$ cat config.mk
export PLATFORM = sky130hd
export DESIGN_NAME = tick_scheduler
export DESIGN_NICKNAME = d
export VERILOG_FILES = /design/src/rtl/tick_scheduler.sv
export SDC_FILE = /design/constraint.sdc
export NUM_CORES = 1
export LEC_CHECK = 0
export CAP_MARGIN = 20
export CORE_MARGIN = 2
export CORE_UTILIZATION = 45
export CTS_CLUSTER_SIZE = 14
export DETAILED_ROUTE_END_ITERATION = 8
export REMOVE_ABC_BUFFERS = 1
export SYNTH_ARGS = -nofsm -noshare
export SYNTH_HDL_FRONTEND = slang
export SYNTH_SLANG_ARGS = --single-unit
$ cat constraint.sdc
create_clock -name clk -period 5.6 [get_ports clk]
set_input_delay 1.12 -clock clk [delete_from_list [all_inputs] [get_ports clk]]
set_output_delay 1.12 -clock clk [all_outputs]
set_load 0.05 [all_outputs]
$ cat src/rtl/tick_scheduler.sv
// tick_scheduler: programmable multi-channel tick generator.
// Each channel produces a one-cycle enable strobe every div_eff cycles while
// enabled and not paused. A valid/ready config port rewrites one channel's
// period and enable per accepted request.
module tick_scheduler #(
  parameter int               NCH     = 4,
  parameter int               CW      = 22,
  parameter int unsigned      DEF_DIV = 2097152,
  parameter logic [NCH-1:0]   EN_RST  = NCH'(1)
) (
  input  logic           clk,
  input  logic           rst,
  input  logic           cfg_valid,
  output logic           cfg_ready,
  input  logic [2:0]     cfg_ch,
  input  logic [CW-1:0]  cfg_div,
  input  logic           cfg_en,
  input  logic           pause,
  output logic [NCH-1:0] tick,
  output logic [NCH-1:0] active
);

  localparam logic [CW-1:0] DEF_DIV_W = CW'(DEF_DIV);

  typedef enum logic {IDLE, HOLD} state_t;

  state_t state;
  state_t state_next;
  logic   accept;

  assign accept = cfg_valid & cfg_ready;

  // Config FSM state register.
  always_ff @(posedge clk or negedge rst) begin
    if (!rst) state <= IDLE;
    else      state <= state_next;
  end

  // Ready in IDLE; one HOLD cycle after every accepted request.
  always_comb begin
    state_next = state;
    cfg_ready  = 1'b0;
    case (state)
      IDLE: begin
        cfg_ready = 1'b1;
        if (cfg_valid) state_next = HOLD;
      end
      HOLD:    state_next = IDLE;
      default: state_next = IDLE;
    endcase
  end

  genvar gi;
  generate
    for (gi = 0; gi < NCH; gi++) begin : g_ch
      logic [CW-1:0] cnt;
      logic [CW-1:0] div;
      logic [CW-1:0] div_eff;
      logic          en;
      logic          run;
      logic          wr;
      logic          tick_q;
      logic          active_q;

      // Full 3-bit compare so out-of-range channel indices hit nothing.
      assign wr      = accept && (cfg_ch == 3'(gi));
      assign div_eff = (div < CW'(2)) ? CW'(1) : div;
      assign run     = en & ~pause;

      // Channel counter: a config write takes priority over counting and
      // clears the count, which also keeps cnt below a newly lowered period.
      always_ff @(posedge clk or negedge rst) begin
        if (!rst) begin
          cnt    <= '0;
          div    <= DEF_DIV_W;
          en     <= EN_RST[gi];
          tick_q <= 1'b0;
        end else if (wr) begin
          cnt    <= '0;
          div    <= cfg_div;
          en     <= cfg_en;
          tick_q <= 1'b0;
        end else if (run && (cnt == div_eff - CW'(1))) begin
          cnt    <= '0;
          tick_q <= 1'b1;
        end else if (run) begin
          cnt    <= cnt + CW'(1);
          tick_q <= 1'b0;
        end else begin
          tick_q <= 1'b0;
        end
      end

      // Registered run status, one cycle behind en/pause.
      always_ff @(posedge clk or negedge rst) begin
        if (!rst) active_q <= 1'b0;
        else      active_q <= en & ~pause;
      end

      assign tick[gi]   = tick_q;
      assign active[gi] = active_q;
    end
  endgenerate

endmodule
==> results.txt, run 1 <==
The first global-routing pass estimated about 54000 um of wire. The post-synth design cell area came out at about 12000 um^2. The placer's final routability congestion estimate came out at 0.922. The number of gates resized after CTS is 0. The effective utilization at floorplan is 0.460. The count of cell types in the netlist is a little over 80. In this run, post-CTS hold repair placed 0 buffers. The measured slew at the worst slew-check pin is 1080 ps. Yosys instantiated no cell more often than nand2_1. Setup repair after global routing left no endpoint under its margin. The via count of the first global-routing pass is about 10000. The first routing iteration left between 800 and 900 violations.

The leakage power total is 5.52 nW. The standard cell area after detailed placement came out at roughly 13000 um^2. During placement, the flow inserted port buffers numbering 38. The maximum operating frequency came out at slightly above 200 MHz. In this run the worst hold path is classified as reg2reg.

The number of levels in the clock H-tree came out at 4. Counting flops with an async set or reset pin after synthesis yields a share of 1.00. The all-layer global routing usage is 0.237. The detailed-route vias per instance came out at ~6.1. The post-layout total power came out at approximately 4.4 mW. The final-report setup violation count is 0. For the finished layout, the period the worst path requires is ~4900 ps. The number of placed I/O pins came out at 39. The slowest cell on the critical path is or4_1. The total number of vias is 10853. The power density normalized to cell area came out at 325 nW/um^2. The signal on the critical path passes through or4_1 > or4_4 > nor2_1 > a21oi_1 > ha_1 > nand2b_1 > nor4_1 > xnor2_1 > nor4_1 > nand4_1 > nor4_2 > or2_1 > buf_4 > o21ai_0 > a22o_1. The wire length reported by the detailed router is roughly 34000 um. The layout cell share with drive strength beyond 1 is 0.0990. A synthesized cell averages a little under 9 um^2.

On the worst path, the slowest cell contributes a delay of approximately 750 ps. The non-filler instance count after layout came out at about 1800. The share of the clock period used by the worst path came out at 0.868. The worst-case clock buffer depth came out at 2. The summed area of non-filler cells in the final layout is about 14000 um^2. The remaining design rule violation count is 0. The clock reaches the later pin of the worst-skew pair after 450 ps. The clock-pin slew reported for the worst setup and hold paths after clock tree synthesis came out at roughly 80 ps. The floorplan die width came out at 170 um. The placed wire-length estimate after detailed placement came out at ~24000 um. Counting tap cells, the placed design contains a total of 1742 instances.

By count the netlist is led by nand2_1, dfrtp_1, nand3_1. The clock tree skew after final layout is around 11 ps. The worst supply voltage drop on vdd is ~220 uV.

The number of enable flip-flop cells after synthesis is 0. The layout-stage area growth over the synthesis result is 9.44%. Yosys attributes the largest share of cell area to dfrtp_1, nand2_1, mux2_2. The count of fill cells added during filler insertion came out at between 2000 and 3000. The normalized max-slew margin is 0.280. The number of nets in the layout came out at about 1500.

For this run, the leading register cell type out of synthesis is dfrtp_1. The number of optimization iterations in the first detailed-route pass came out at 5. The most numerous cell type found on the critical path is nor4_1. The biggest area contributor in the post-synthesis netlist is dfrtp_1. The area of the multi-input gates is approximately 7100 um^2. The repair_antennas step left the layout with diodes totalling 0. STA puts the critical path data arrival time at about 5200 ps. The flow ran to the end, and the final reports show no timing, DRC or antenna violations.

The number of setup buffers added after CTS came out at 0. The die covers between 20000 and 30000 um^2. By startpoint and endpoint, the worst setup path is classified as reg2reg. Setup total negative slack on the finished layout was measured at 0 ps. The number of rows in the core area came out at 60. The total of warnings raised by yosys came out at 0. The number of instances in the synthesized netlist is between 1000 and 1500. The area share of the leading cell type in the synthesized netlist came out at 0.371. The cell sitting at the root of the clock tree is a clkbuf_16. The height of the die is about 170 um. The worst setup path is launched from a flop. The final-layout worst hold slack is ~440 ps. The data required time at the worst endpoint is a little under 6000 ps. The total grt overflow came out at 0. The antenna violation net count after detailed routing came out at 0. In this run the worst path has a maximum fanout of 33.

The sequential element share of the synthesized area came out at 0.381. The floorplan step defined a core boundary enclosing roughly 27000 um^2. The average wire per cell in the routed design is between 15 and 20 um.

The final number of hold-violating endpoints came out at 0. The number of antenna violations at the first check in global routing is 0. TritonCTS built the clock tree. In this run, synthesis produced a sequential element count of 189. The max-slew violation count is 0.

STA classifies the critical path endpoint as a flop. Entering global routing, the biggest net connects 107 pins. The tool flagged a number of max-cap violations equal to 0.

The flip-flop and latch area is 4740 um^2. The clock sink count came out at around 190. The clock buffer count from CTS is 17.
[cell usage in the layout, fill, tap and decap left out, types with 8 or more instances in the layout]
cell type / synthesis / routed
dfrtp_1: 184 / 184
xor2_1: 36 / 36
nand3_1: 76 / 76
and2_1: 8 / 8
or2_2: 9 / 9
nor2b_1: 12 / 12
o31ai_1: 10 / 10
mux2_2: 47 / 47
inv_1: 42 / 42
nand4_1: 38 / 38
nand2_1: 235 / 235
o21ai_1: 8 / 8
a21o_1: 14 / 14
nand3b_1: 9 / 9
o21ai_0: 54 / 54
clkdlybuf4s50_1: 0 / 37
clkbuf_16: 0 / 17
a21oi_1: 28 / 28
and3_1: 36 / 36
buf_4: 12 / 15
or4_1: 13 / 13
a31oi_1: 29 / 29
nor3_1: 47 / 47
nor2_1: 61 / 58
o22ai_1: 8 / 8
xnor2_1: 49 / 49
nor4_1: 33 / 33
o311ai_1: 15 / 15
nor4b_1: 8 / 8
nand2b_1: 16 / 16
nand4b_1: 12 / 12
nor3b_1: 16 / 15
ha_1: 8 / 8
or3_1: 29 / 29
mux2i_1: 29 / 29
a211oi_1: 12 / 12
[logic make-up after synthesis]
group / Yosys count / share of synthesized area
and+or+nand+nor: 705 / 0.307
AOI/OAI and AO/OA: 242 / 0.133
DFF: 189 / 0.381
buffers and inverters: 126 / 0.0456
xor gates and xnor gates: 85 / 0.0599
muxes: 76 / 0.0660
adders and majority gates: 8 / 0.00806
[state kept, by name, indices dropped and copies added (netlist names)]
register	count
state	1
g_ch.cnt	88
g_ch.active_q	4
g_ch.div	88
g_ch.en	4
g_ch.tick_q	4
[power by group]
| group | internal [mW] | switching [mW] | total (mW) |
|---|---|---|---|
| Clock | 0.639 | 0.621 | 1.26 |
| Sequential | 1.57 | 0.354 | 1.92 |
| Combinational | 0.542 | 0.688 | 1.23 |
[metal layers]
| metal | up-vias | routed length [um] | global-route usage |
|---|---|---|---|
| met2 | 249 | 15500 | 0.378 |
| met5 | - | 0 | 0 |
| met4 | 0 | 545 | 0.0591 |
| met3 | 25 | 1330 | 0.0370 |
| li1 | 5230 | - | - |
| met1 | 5349 | 16200 | 0.338 |
[worst max-delay path: cells and delay by family, from the launching register on]
kind,cells,cell delay [ps]
and+or+nand+nor,9,3140
AOI/OAI and AO/OA,3,460
DFF,1,420
buffers and inverters,1,290
adders and majority gates,1,260
xor gates and xnor gates,1,150
[through the flow]
stage / setup slack, ps / utilization
2_1_floorplan: 480 / -
3_3_place_gp: 934 / 0.480
3_5_place_dp: 799 / 0.480
4_1_cts: 770 / 0.502
5_1_grt: 360 / 0.503
6_report: 740 / 0.503
[final timing paths]
kind / to / cells past startpoint / start / slack [ps]
setup / recovery: g_ch[2].cnt[19] / 15 / g_ch[2].div[4] / 740
min in group asynchronous: g_ch[3].cnt[5] / 1 / rst / 690
max in group asynchronous: g_ch[2].cnt[4] / 2 / rst / 3890
setup reg to reg: g_ch[2].cnt[19] / 15 / g_ch[2].div[4] / 740
hold reg to reg: state / 1 / state / 440
hold / removal: state / 1 / state / 440
[final cells by class]
type                    count  area share
well taps                 341      0.0314
flip-flops and latches    189       0.348
clock inverters            15      0.0127
inverters                  42      0.0116
multi-input cells        1116       0.525
repair buffers             55      0.0400
clock buffers              17      0.0313
(Power assumes the default switching activity.)
==> run 2: changes to the inputs <==
- CORE_ASPECT_RATIO: unset -> 1.75
==> results.txt, run 2 (synthesis results as in run 1) <==
The placer's final routability congestion estimate came to 0.963 (was 0.922). RSZ-0062 raised after global routing: no (unchanged). The number of rows in the core area came to 80 (was 60). The clock latency of the later-clocked register in the worst-skew pair is 460 ps (was 450 ps).

The commonest non-fill, non-tap cell in the layout was nand2_1 (unchanged). The non-filler instance count after layout is 1801 (was 1775). The all-layer global routing usage came out at 0.239 (was 0.237). The count of port buffers added during placement came to 38 (unchanged). The number of violations reported at the end of detailed-routing iteration 0 came out at 651 (was 854). The data required time at the worst endpoint is 5960 ps (was 5940 ps). The number of antenna cells inserted was 0 (unchanged). The worst min-delay path startpoint is state (unchanged). The clock tree skew after final layout is 7.75 ps (was 11.3 ps). The number of gates resized after CTS is 0 (unchanged). The wire length reported by the detailed router came out at 33500 um (was 33600 um).

The number of maximum-capacitance constraint violations was 0 (unchanged). The worst flop-to-flop path startpoint is g_ch[2].div[4] (unchanged). The layout-stage area growth over the synthesis result is 9.78% (was 9.44%). The number of nets in the layout is 1457 (was 1459). The category of the critical setup timing path is reg2reg (unchanged).

The pre-CTS worst setup slack is 676 ps (was 799 ps). The remaining design rule violation count is 0 (unchanged). The type of destination of the critical path is a flop (unchanged).

The final-report setup violation count is 0 (unchanged). The total grt overflow was 0 (unchanged). The data arrival time of the critical path came to 5200 ps (about the same). The critical path launch point type is a flop (unchanged). The average wire per cell in the routed design came out at 18.6 um (was 18.9 um).

The clock buffer count from CTS came out at 17 (unchanged). The biggest fanout along the worst timing path is 33 (unchanged). The setup slack after layout came out at 755 ps (was 740 ps).

The power density normalized to cell area came out at 329 nW/um^2 (was 325 nW/um^2). The met1 routed wirelength after detailed routing came out at 14000 um (was 16200 um). The timing startpoint of the critical path is g_ch[2].div[4] (unchanged).

The final-layout setup total negative slack is 0 ps (unchanged). The number of levels in the clock H-tree came out at 4 (unchanged). The clock root buffer master is clkbuf_16 (unchanged). The final number of hold-violating endpoints came out at 0 (unchanged). The worst-case clock buffer depth is 2 (unchanged). The via count of the first global-routing pass was 10341 (was 10019). Highest-count cells in the layout ignoring fill and taps: nand2_1, dfrtp_1, nand3_1 (unchanged). Outcome: completed (unchanged).

The first-pass GRT wire length is 54900 um (was 54500 um). The area of the core came to 27200 um^2 (was 27000 um^2). The instance count after placement with tap cells included is 1768 (was 1742). The normalized max-slew margin came out at 0.363 (was 0.280).

The detailed-route vias per instance came to 5.93 (was 6.11). The clock tree from TritonCTS is done (unchanged). The clock-pin slew reported for the worst setup and hold paths after clock tree synthesis is 70 ps (was 80 ps).

The post-layout total power is 4.49 mW (was 4.41 mW). The leakage power total is 5.51 nW (was 5.52 nW). The number of setup buffers added after CTS is 0 (unchanged). The shortest clock period the worst path allows after layout came out at 4850 ps (was 4860 ps). The top layer reached by signal wires is met4 (unchanged).

The measured slew at the worst slew-check pin is 955 ps (was 1080 ps). The clock sink count came out at 189 (unchanged). The floorplan die area is 29000 um^2 (about the same). The antenna violation net count after detailed routing came out at 0 (unchanged). The share of the clock period used by the worst path came out at 0.865 (was 0.868). Largest registers: g_ch.cnt: 88 flops, g_ch.div: 88 flops (unchanged). The number of buffers inserted by hold repair at cts is 0 (unchanged). The number of antenna violations at the first check in global routing is 0 (unchanged). The floorplan die width came to 130 um (was 170 um). The max-slew violation count is 0 (unchanged). The maximum operating frequency is 206 MHz (about the same). The detailed route wirelength on metal2 came out at 17400 um (was 15500 um). The effective utilization at floorplan came out at 0.456 (was 0.460). The layout cell share with drive strength beyond 1 came out at 0.0985 (was 0.0990). The number of placed I/O pins is 39 (unchanged).

The path category of the worst min-delay check is reg2reg (unchanged). The met3 layer wire length in the routed design is 737 um (was 1330 um). The total number of vias is 10677 (was 10853).

The placed wire-length estimate after detailed placement was 24400 um (was 24000 um). The height of the die came to 224 um (was 170 um). The worst supply voltage drop on vdd came out at 255 uV (was 223 uV).

The largest net degree at the start of global routing is 116 (was 107). The number of optimization iterations in the first detailed-route pass came to 5 (unchanged).
==> run 2: worst paths after layout <==
path                                         to  slack [ps]  depth (start not counted)
min in group asynchronous        g_ch[3].cnt[2]         760                          1
worst min register to register            state         450                          1
max in group asynchronous       g_ch[2].cnt[19]        3630                          2
worst max-delay path            g_ch[2].cnt[17]         750                         15
worst min-delay path                      state         450                          1
worst max register to register  g_ch[2].cnt[17]         750                         15
==> run 2: report_power, final <==
| part | total, mW | leakage (nW) | switching (mW) | internal (mW) |
|---|---|---|---|---|
| registers | 1.92 | 2.46 | 0.349 | 1.57 |
| clock network | 1.34 | 0.299 | 0.576 | 0.760 |
| logic | 1.24 | 2.75 | 0.700 | 0.539 |
==> run 2: critical path, stage by stage, from the launching register on <==
cell      delay [ps]
dfrtp_1          430
or4_1            760
or4_4            600
nor2_1           240
a21oi_1          110
ha_1             270
nand2b_1         270
nor4_1           100
xnor2_1          140
nor4_1           400
nand4_1          190
nor4_2           440
or2_1            160
buf_4            290
o21ai_0          150
a21o_1           190
==> run 2: layout make-up <==
class,count,area [um^2]
clock buffer,18,439
clock inverter,14,191
fill,2664,13600
inverter,42,158
multi-input combinational,1116,7140
sequential,189,4740
tap,369,462
timing repair buffer,53,517
==> run 2: through the flow <==
stage | cell area, um^2 | utilization | hold slack (ps)
6_report | 13600 | 0.501 | 454
5_1_grt | 13600 | 0.501 | 478
4_1_cts | 13600 | 0.500 | 455
3_5_place_dp | 13000 | 0.477 | 445
3_3_place_gp | 13000 | 0.477 | 426
2_1_floorplan | 12000 | - | 410
==> run 2: metal layers <==
layer	up-vias	global-route usage
met3	59	0.0272
met4	0	0.106
met5	-	0
li1	5211	-
met1	5202	0.287
met2	205	0.425
==> run 3: changes to the inputs <==
- REMOVE_ABC_BUFFERS: 1 -> unset
==> results.txt, run 3 (synthesis results as in run 1) <==
The floorplan die area came to 29000 um^2 (unchanged). The maximum operating frequency came out at 200 MHz (was 206 MHz). The height of the die is 224 um (unchanged). The biggest fanout along the worst timing path is 33 (unchanged). The floorplan die width came out at 130 um (unchanged). Critical Path, Cell by Cell: or4_1 > or4_4 > nor2_1 > a21oi_1 > ha_1 > nand2b_1 > nor4_1 > xnor2_1 > nor4_1 > nand4_1 > nor4_2 > or2_1 > buf_4 > o21ai_0 > a22o_1 (was or4_1 > or4_4 > nor2_1 > a21oi_1 > ha_1 > nand2b_1 > nor4_1 > xnor2_1 > nor4_1 > nand4_1 > nor4_2 > or2_1 > buf_4 > o21ai_0 > a21o_1).

The flop-to-flop setup slack came out at 590 ps (was 750 ps). The final-report setup violation count came out at 0 (unchanged). The portion of total power attributed to the clock network is 0.284 (was 0.297). The first-pass GRT wire length is 55500 um (was 54900 um). The critical path launch point type is a flop (unchanged). Highest-count cells in the layout ignoring fill and taps: nand2_1, dfrtp_1, nand3_1 (unchanged).

The clock tree skew after final layout is 8.15 ps (was 7.75 ps). The capture endpoint of the worst hold path is state (unchanged). The number of optimization iterations in the first detailed-route pass came out at 5 (unchanged). The clock root buffer master was clkbuf_16 (unchanged). The measured slew at the worst slew-check pin is 986 ps (was 955 ps). The clock tree from TritonCTS was done (unchanged).

The number of antenna violations at the first check in global routing came out at 0 (unchanged). The average wire per cell in the routed design came out at 18.9 um (was 18.6 um). The remaining design rule violation count came out at 0 (unchanged). The clock-pin slew reported for the worst setup and hold paths after clock tree synthesis is 70 ps (about the same). The total grt overflow is 0 (unchanged). The timing startpoint of the critical path was g_ch[2].div[4] (unchanged). The net count after synthesis is 1469. The logic gate share of total power was 0.282 (was 0.276). The slowest cell on the critical path is or4_1 (unchanged). The area of the core came to 27200 um^2 (unchanged). The count of port buffers added during placement came out at 38 (unchanged).

The type of destination of the critical path is a flop (unchanged). The worst-case reg-to-reg path depth is 15 (unchanged). The number of gates resized after CTS came out at 0 (unchanged). The layout-stage area growth over the synthesis result is 9.68% (was 9.78%). The share of the clock period used by the worst path is 0.895 (was 0.865).

The leakage power total is 5.52 nW (was 5.51 nW). The worst hold path depth is 1 (unchanged). The number of setup buffers added after CTS came out at 0 (unchanged). The path category of the worst min-delay check is reg2reg (unchanged). The via count of the first global-routing pass came out at 10427 (was 10341). The summed area of non-filler cells in the final layout came out at 13600 um^2 (about the same). The number of violations reported at the end of detailed-routing iteration 0 is 568 (was 651).

The layout cell share with drive strength beyond 1 came out at 0.0968 (was 0.0985). The largest net degree at the start of global routing is 129 (was 116). The number of buffers inserted by hold repair at cts is 0 (unchanged).

The largest delay contributor family on the critical path is simple AND/OR/NAND/NOR gates (unchanged). The placer's final routability congestion estimate is 0.927 (was 0.963). The antenna violation net count after detailed routing came out at 0 (unchanged). The category of the critical setup timing path is reg2reg (unchanged). The post-layout total power came to 4.43 mW (was 4.49 mW). The internal power summed over all cells came to 2.83 mW (was 2.87 mW). The clock sink count was 189 (unchanged).

The number of maximum-capacitance constraint violations came out at 0 (unchanged). The commonest non-fill, non-tap cell in the layout is nand2_1 (unchanged). The power density normalized to cell area is 325 nW/um^2 (was 329 nW/um^2). The data required time at the worst endpoint came out at 5940 ps (was 5960 ps). The wire length reported by the detailed router came out at 34200 um (was 33500 um). The number of placed I/O pins is 39 (unchanged). The total number of vias came out at 10739 (was 10677). The worst min-delay path startpoint is state (unchanged). The share of total power in sequential cells came out at 0.434 (was 0.427).

The net switching share of the total power was 0.361 (was 0.362). The placed wire-length estimate after detailed placement came out at 25100 um (was 24400 um). The number of levels in the clock H-tree came out at 4 (unchanged).

The max-slew violation count was 0 (unchanged). The shortest clock period the worst path allows after layout is 5010 ps (was 4850 ps). The final-layout setup total negative slack is 0 ps (unchanged).

The clock latency of the later-clocked register in the worst-skew pair is 460 ps (about the same). The worst flop-to-flop path startpoint is g_ch[2].div[4] (unchanged). The total buffers and inverters traversed by the critical path is 1 (unchanged). The detailed-route vias per instance was 5.95 (was 5.93). Outcome: completed (unchanged). The reg-to-reg endpoint is g_ch[2].cnt[5] (was g_ch[2].cnt[17]).

The worst supply voltage drop on vdd is 249 uV (was 255 uV). The worst-case clock buffer depth came out at 2 (unchanged). The cell occurring most often along the worst timing path is nor4_1 (unchanged). Largest registers: g_ch.cnt: 88 flops, g_ch.div: 88 flops (unchanged).

The data arrival time of the critical path is 5350 ps (was 5200 ps). RSZ-0062 raised after global routing: no (unchanged). The clock buffer count from CTS was 17 (unchanged). The all-layer global routing usage came out at 0.245 (was 0.239). The number of nets in the layout was 1461 (was 1457). The normalized max-slew margin came out at 0.342 (was 0.363). The net switching power of the design is 1.60 mW (was 1.63 mW). The standard cell area after detailed placement came to 13000 um^2 (about the same).

The final number of hold-violating endpoints is 0 (unchanged). The number of antenna cells inserted came out at 0 (unchanged). The utilization after layout is 0.501 (about the same).

The delay contributed by the slowest stage of the critical path is 760 ps (about the same). The effective utilization at floorplan is 0.456 (unchanged). The number of rows in the core area came out at 80 (unchanged).
run 3: changes by cell type in the layout (fill, tap and decap cells not counted), sizes merged:
cell / previous run / this run
buf: 15 / 19
clkbuf: 19 / 28
clkinvlp: 4 / 1
clkinv: 4 / 2
bufinv: 4 / 2
inv: 44 / 42
run 3: worst max-delay path by stage:
stage	depth (start not counted)	to	slack [ps]
2_1_floorplan	16	g_ch[2].cnt[13]	1580
3_3_place_gp	15	g_ch[2].cnt[19]	700
3_5_place_dp	15	g_ch[2].cnt[5]	680
4_1_cts	15	g_ch[2].cnt[5]	640
5_1_grt	15	g_ch[2].cnt[19]	260
6_report	15	g_ch[2].cnt[5]	590
run 3: metrics by stage:
stage / setup slack [ps] / hold slack [ps] / instances
2_1_floorplan: 1580 / 410 / 1431
3_3_place_gp: 704 / 425 / 1772
3_5_place_dp: 680 / 434 / 1773
4_1_cts: 641 / 443 / 1805
5_1_grt: 259 / 467 / 1805
6_report: 589 / 442 / 1805
run 3: area by class of cell:
| class | count | area [um^2] |
|---|---|---|
| clock buffers | 27 | 513 |
| clock inverters | 5 | 81.3 |
| fillers | 2673 | 13600 |
| inverters | 42 | 158 |
| multi-input cells | 1116 | 7130 |
| flip-flops and latches | 189 | 4740 |
| well taps | 369 | 462 |
| repair buffers | 57 | 543 |
run 3: worst reg2reg max path, stage by stage (launching register included):
cell and delay (ps):
dfrtp_1 440, or4_1 760, or4_4 610, nor2_1 240, a21oi_1 110, ha_1 280, nand2b_1 290, nor4_1 100
xnor2_1 170, nor4_1 440, nand4_1 210, nor4_2 460, or2_1 160, buf_4 290, o21ai_0 150, a22o_1 190
run 3: metal layers:
layer  track usage  vias up  part of all wire
li1              -     5219                 -
met1         0.293     5222              0.41
met2         0.424      219              0.52
met3        0.0344       79             0.026
met4         0.120        0             0.045
met5             0        -                 0
run 3: power by group through the flow:
stage / sequential, mW / clock, mW / combinational (mW)
2_1_floorplan: 1.80 / 0 / 0.994
3_3_place_gp: 1.93 / 0 / 1.22
3_5_place_dp: 1.94 / 0 / 1.24
4_1_cts: 1.92 / 1.29 / 1.25
5_1_grt: 1.97 / 1.34 / 1.39
6_report: 1.92 / 1.26 / 1.25
